### src/rtl/matrix_scan.sv
// Double-buffered 8x8 red/green LED matrix row scanner: one blank cycle between
// rows, DWELL display cycles per row, bank exchange only at frame start.
module matrix_scan #(
  parameter int DWELL = 1
) (
  input  logic       clk1khz,
  input  logic       rst,
  input  logic       off,
  input  logic       wr_en,
  input  logic [2:0] wr_row,
  input  logic [7:0] wr_r,
  input  logic [7:0] wr_g,
  input  logic       swap,
  output logic       swap_pending,
  output logic       swap_ack,
  output logic       frame_start,
  output logic [7:0] row,
  output logic [7:0] r,
  output logic [7:0] g
);

  typedef enum logic {BLANK, SHOW} state_e;

  localparam logic [3:0] DWELL_LAST = 4'(DWELL - 1);

  state_e      state_q, state_d;
  logic [2:0]  scan_row_q, scan_row_d;
  logic [3:0]  dwell_q, dwell_d;
  logic        hold_q, hold_d;
  logic        front_sel_q, front_sel_d;
  logic        pending_q, pending_d;
  logic        boundary;
  logic [15:0] front_row;
  logic [15:0] bank_q [2][8];

  logic       swap_ack_q, frame_start_q;
  logic [7:0] row_q, r_q, g_q;

  // hold_q marks the parked state after reset or blanking; leaving it lands on
  // the row-0 blank cycle so frame_start/exchange happen on the release cycle.
  always_comb begin
    state_d    = state_q;
    scan_row_d = scan_row_q;
    dwell_d    = dwell_q;
    hold_d     = hold_q;
    if (off) begin
      state_d    = BLANK;
      scan_row_d = 3'd0;
      dwell_d    = 4'd0;
      hold_d     = 1'b1;
    end else if (hold_q) begin
      state_d    = BLANK;
      scan_row_d = 3'd0;
      dwell_d    = 4'd0;
      hold_d     = 1'b0;
    end else if (state_q == BLANK) begin
      state_d = SHOW;
      dwell_d = 4'd0;
    end else if (dwell_q == DWELL_LAST) begin
      state_d    = BLANK;
      scan_row_d = scan_row_q + 3'd1;
      dwell_d    = 4'd0;
    end else begin
      dwell_d = dwell_q + 4'd1;
    end

    boundary    = !off && (state_d == BLANK) && (scan_row_d == 3'd0);
    front_sel_d = front_sel_q;
    pending_d   = pending_q | swap;
    if (boundary && pending_q) begin
      front_sel_d = ~front_sel_q;
      pending_d   = 1'b0;
    end

    // Front bank is never written and only changes on a blank cycle, so the
    // pre-edge contents are exactly what the upcoming SHOW cycle must display.
    front_row = bank_q[front_sel_q][scan_row_d];
  end

  always_ff @(posedge clk1khz) begin
    if (rst) begin
      state_q       <= BLANK;
      scan_row_q    <= 3'd0;
      dwell_q       <= 4'd0;
      hold_q        <= 1'b1;
      front_sel_q   <= 1'b0;
      pending_q     <= 1'b0;
      swap_ack_q    <= 1'b0;
      frame_start_q <= 1'b0;
      row_q         <= 8'hFF;
      r_q           <= 8'h00;
      g_q           <= 8'h00;
      // NOTE: the frame store is cleared on reset on purpose -- it is only
      // 2x8x16 flops and a reset must never display stale picture data.
      for (int b = 0; b < 2; b++) begin
        for (int i = 0; i < 8; i++) begin
          bank_q[b][i] <= 16'h0000;
        end
      end
    end else begin
      state_q     <= state_d;
      scan_row_q  <= scan_row_d;
      dwell_q     <= dwell_d;
      hold_q      <= hold_d;
      front_sel_q <= front_sel_d;
      pending_q   <= pending_d;
      if (wr_en) begin
        bank_q[~front_sel_q][wr_row] <= {wr_r, wr_g};
      end
      swap_ack_q    <= boundary && pending_q;
      frame_start_q <= boundary;
      if (state_d == SHOW) begin
        row_q <= ~(8'h01 << scan_row_d);
        r_q   <= front_row[15:8];
        g_q   <= front_row[7:0];
      end else begin
        row_q <= 8'hFF;
        r_q   <= 8'h00;
        g_q   <= 8'h00;
      end
    end
  end

  assign swap_pending = pending_q;
  assign swap_ack     = swap_ack_q;
  assign frame_start  = frame_start_q;
  assign row          = row_q;
  assign r            = r_q;
  assign g            = g_q;

endmodule
### config.mk
export PLATFORM = sky130hd
export DESIGN_NAME = matrix_scan
export DESIGN_NICKNAME = d
export VERILOG_FILES = /design/src/rtl/matrix_scan.sv
export SDC_FILE = /design/constraint.sdc
export NUM_CORES = 1
export LEC_CHECK = 0
export BUFFER_PORTS_ARGS = -buffer_cell sky130_fd_sc_hd__buf_4
export CORE_MARGIN = 1.5
export CORE_UTILIZATION = 50
export CTS_CLUSTER_DIAMETER = 40
export DETAILED_ROUTE_END_ITERATION = 8
export PLACE_DENSITY = 0.67
export SYNTH_ARGS = -nofsm -noshare
export SYNTH_HDL_FRONTEND = slang
export SYNTH_SLANG_ARGS = --single-unit
### constraint.sdc
create_clock -name clk1khz -period 6.8 [get_ports clk1khz]
set_input_delay 0 -clock clk1khz [delete_from_list [all_inputs] [get_ports clk1khz]]
set_output_delay 0 -clock clk1khz [all_outputs]
set_load 0.01 [all_outputs]
==> impl_metrics.py <==
metrics = {
    "run_status": {
        "status": "finished clean",
    },
    "detailed_routing": {
        "drcViolationCount": 0,
        "postRouteAntennaNets": 0,
        "dr_total_vias": 7384,
        "drt-vias-per-instance": 5.680,
        "detailedRoute.firstIterationViolations": 617,
        "average_wire_per_cell_in_the_routed_design_um": 23.60,
        "wirelength_mm": 30.68,
        "drt_first_pass_iters": 5,
    },
    "global_route": {
        "groute.usage.overall_pct": 24.31,
        "gr-total-overflow": 0,
        "vias_in_the_first_global_route": 7372,
        "maximum_number_of_pins_on_one_net_before_global_route_repair": 58,
        "grt_pass1_wl_mm": 45.57,
        "grt_antenna_before_repair": 0,
    },
    "critical_path": {
        "critical_path_class": "register to register",
        "critPathArrivalTime_ps": 3540,
        "cp.required_ps": 7130,
        "setup.worst_path.start_class": "register",
        "end_kind": "register",
        "timing.critical_path.fanout_max": 20,
    },
    "die": {
        "core.rowCount": 57,
        "design.die.area_um2": 25720,
        "coreArea_um2": 24320,
        "ioPinCount": 51,
        "die-width_um": 160.4,
        "starting_density_pct": 50.91,
        "dieHeight_um": 160.4,
    },
    "sta": {
        "slew_headroom_pct": 21.88,
        "setup_repair_after_global_routing_missed_its_margin": "no",
        "tightest_slew_ps": 1169,
        "setup_total_negative_slack_ps": 0,
        "layout_min_cycle_time_ps": 3206,
        "count_of_pins_over_their_slew_limit": 0,
        "final_min_period_over_clock_period_pct": 47.14,
        "setup_viol_count_final": 0,
        "final_hold_violation_count": 0,
        "final.setup_skew_ps": 8.539,
        "fmaxAchievable_mhz": 312.0,
    },
    "place": {
        "placement.io_buffers": 50,
        "dp_hpwl_mm": 17.10,
        "gpl.final_weighted_congestion": 0.8084,
    },
    "final_layout": {
        "final_nets": 973,
        "post-route-util_pct": 60.48,
        "mostFrequentLayoutCell": "edfxtp_1",
        "layout-drive-gt1-share_pct": 20.08,
        "syn_to_final_growth_pct": 18.80,
        "mostFrequentLayoutCells": "256 x edfxtp_1, 113 x and2_1, 99 x mux2i_1",
        "antenna_cells": 0,
    },
    "clocking": {
        "clkLatencyLatePin_ps": 520,
        "hold_buffers": 22,
        "tritoncts_num_sinks": 294,
        "cts_buffer_depth": 3,
        "cts_inserted_buffers": 38,
        "cts_tree": "done",
        "cts_max_level": 2,
        "cts.repair.resized": 0,
        "clk_pin_slew_ps": 60,
        "post_cts.repair.setup_buffers": 0,
        "cts.root.buffer_cell": "clkbuf_16",
    },
    "synth": {
        "synthDistinctLibCells": 46,
        "ys_ff_latch": 294,
        "synth_nets": 898,
        "number_of_warnings_printed_during_yosys_synthesis": 0,
        "syn-instance-count": 871,
        "syn-mean-instance-area_um2": 14.22,
        "async_flop_share_pct": 0,
        "number_of_flops_mapped_to_enable_cells_by_yosys": 256,
        "netlist_area_um2": 12380,
        "ys_seq_area_share_pct": 68.23,
        "ys.flop_type": "edfxtp_1",
    },
    "power": {
        "power_density_nw_per_um2": 303.7,
        "power_leakage_nw": 5.182,
        "power.ir.vdd_worst_mv": 0.1614,
    },
    "job": {
        "cap_viol_max_count": 0,
    },
    "min_path": {
        "timing.hold.worst.class": "primary input to register",
    },
}
-- metal layers --
metal  track usage (%)  part of all wire (%)  vias to the layer above
met2             40.67                    49                      282
met4             10.24                   3.6                        0
met3             3.564                   6.3                       78
li1                  -                     -                     3383
met5                 0                     0                        -
met1             31.94                    41                     3641
-- final cells by class --
class / count / area [µm²]
clock inverters: 23 / 314.1
well taps: 324 / 405.4
fillers: 1841 / 9610
clock buffers: 47 / 1069
inverters: 20 / 75.07
flip-flops and latches: 294 / 8452
repair buffers: 89 / 743.2
multi-input cells: 503 / 3651
-- path summary, 6_finish.rpt --
path	startpoint	to	slack [ps]	cells past startpoint
max	dwell_q[0]	r[0]	3590	8
min	wr_en	bank_q[1][99]	130	3
min reg2reg	dwell_q[0]	dwell_q[0]	470	1
max reg2reg	dwell_q[0]	r[0]	3590	8
-- power by group --
group	leakage, nW	switching, mW	internal [mW]	total, mW
Sequential	2.89	0.0294	2.05	2.08
Combinational	1.62	0.145	0.0872	0.232
Clock	0.675	0.761	1.39	2.15
-- metrics by stage --
step                instance area (µm²)  setup slack, ps  hold slack (ps)  cells  power [mW]
floorplan                         12380             4544            170.7    871       2.249
global placement                  13080             3263            246.8   1207       2.338
detailed placement                13080             3231            249.7   1207       2.344
CTS                               14680             3218            122.3   1299       4.488
global route                      14710             3394            161.9   1300       4.588
finish                            14710             3594            125.4   1300       4.467
-- state kept, by name, summed over array words and instances (netlist names), named ones only --
name	flops
scan_row_q	3
row	8
r	8
hold_q	1
dwell_q	4
swap_ack	1
state_q	1
g	8
frame_start	1
front_sel_q	1
swap_pending	1
bank_q	256
-- kinds of logic after synthesis --
group           synth area share (%)
compound gates                 5.042
xor+xnor                      0.4244
fa+ha+maj                     0.3032
buf+inv                        3.143
flops                          68.23
mux                            11.14
simple gates                   11.72
-- critical path, stage by stage, from the launching register on --
cell,delay [ps]
dfxtp_1,330
inv_1,60
ha_1,150
nor4bb_4,930
mux2i_4,760
buf_16,250
o22ai_1,110
a211oi_1,270
o22ai_1,140
-- cells in the mapped netlist (3+ instances only) --
master	instances	area (µm²)
nand3_1	4	20.02
nor4b_1	3	26.28
buf_2	25	125.1
inv_1	20	75.07
mux2i_1	100	1001
clkbuf_1	17	63.81
mux2_2	31	349.1
xnor2_1	4	35.03
and2_1	113	706.9
nand2_1	32	120.1
o21ai_0	9	45.04
buf_6	8	90.09
a211oi_1	32	240.2
nor3_1	37	185.2
o22ai_1	47	294.0
edfxtp_1	256	7687
nor2_1	52	195.2
or2_2	6	37.54
dfxtp_1	38	760.7
ha_1	3	37.54
No activity file was read; power rests on OpenSTA's default activity.
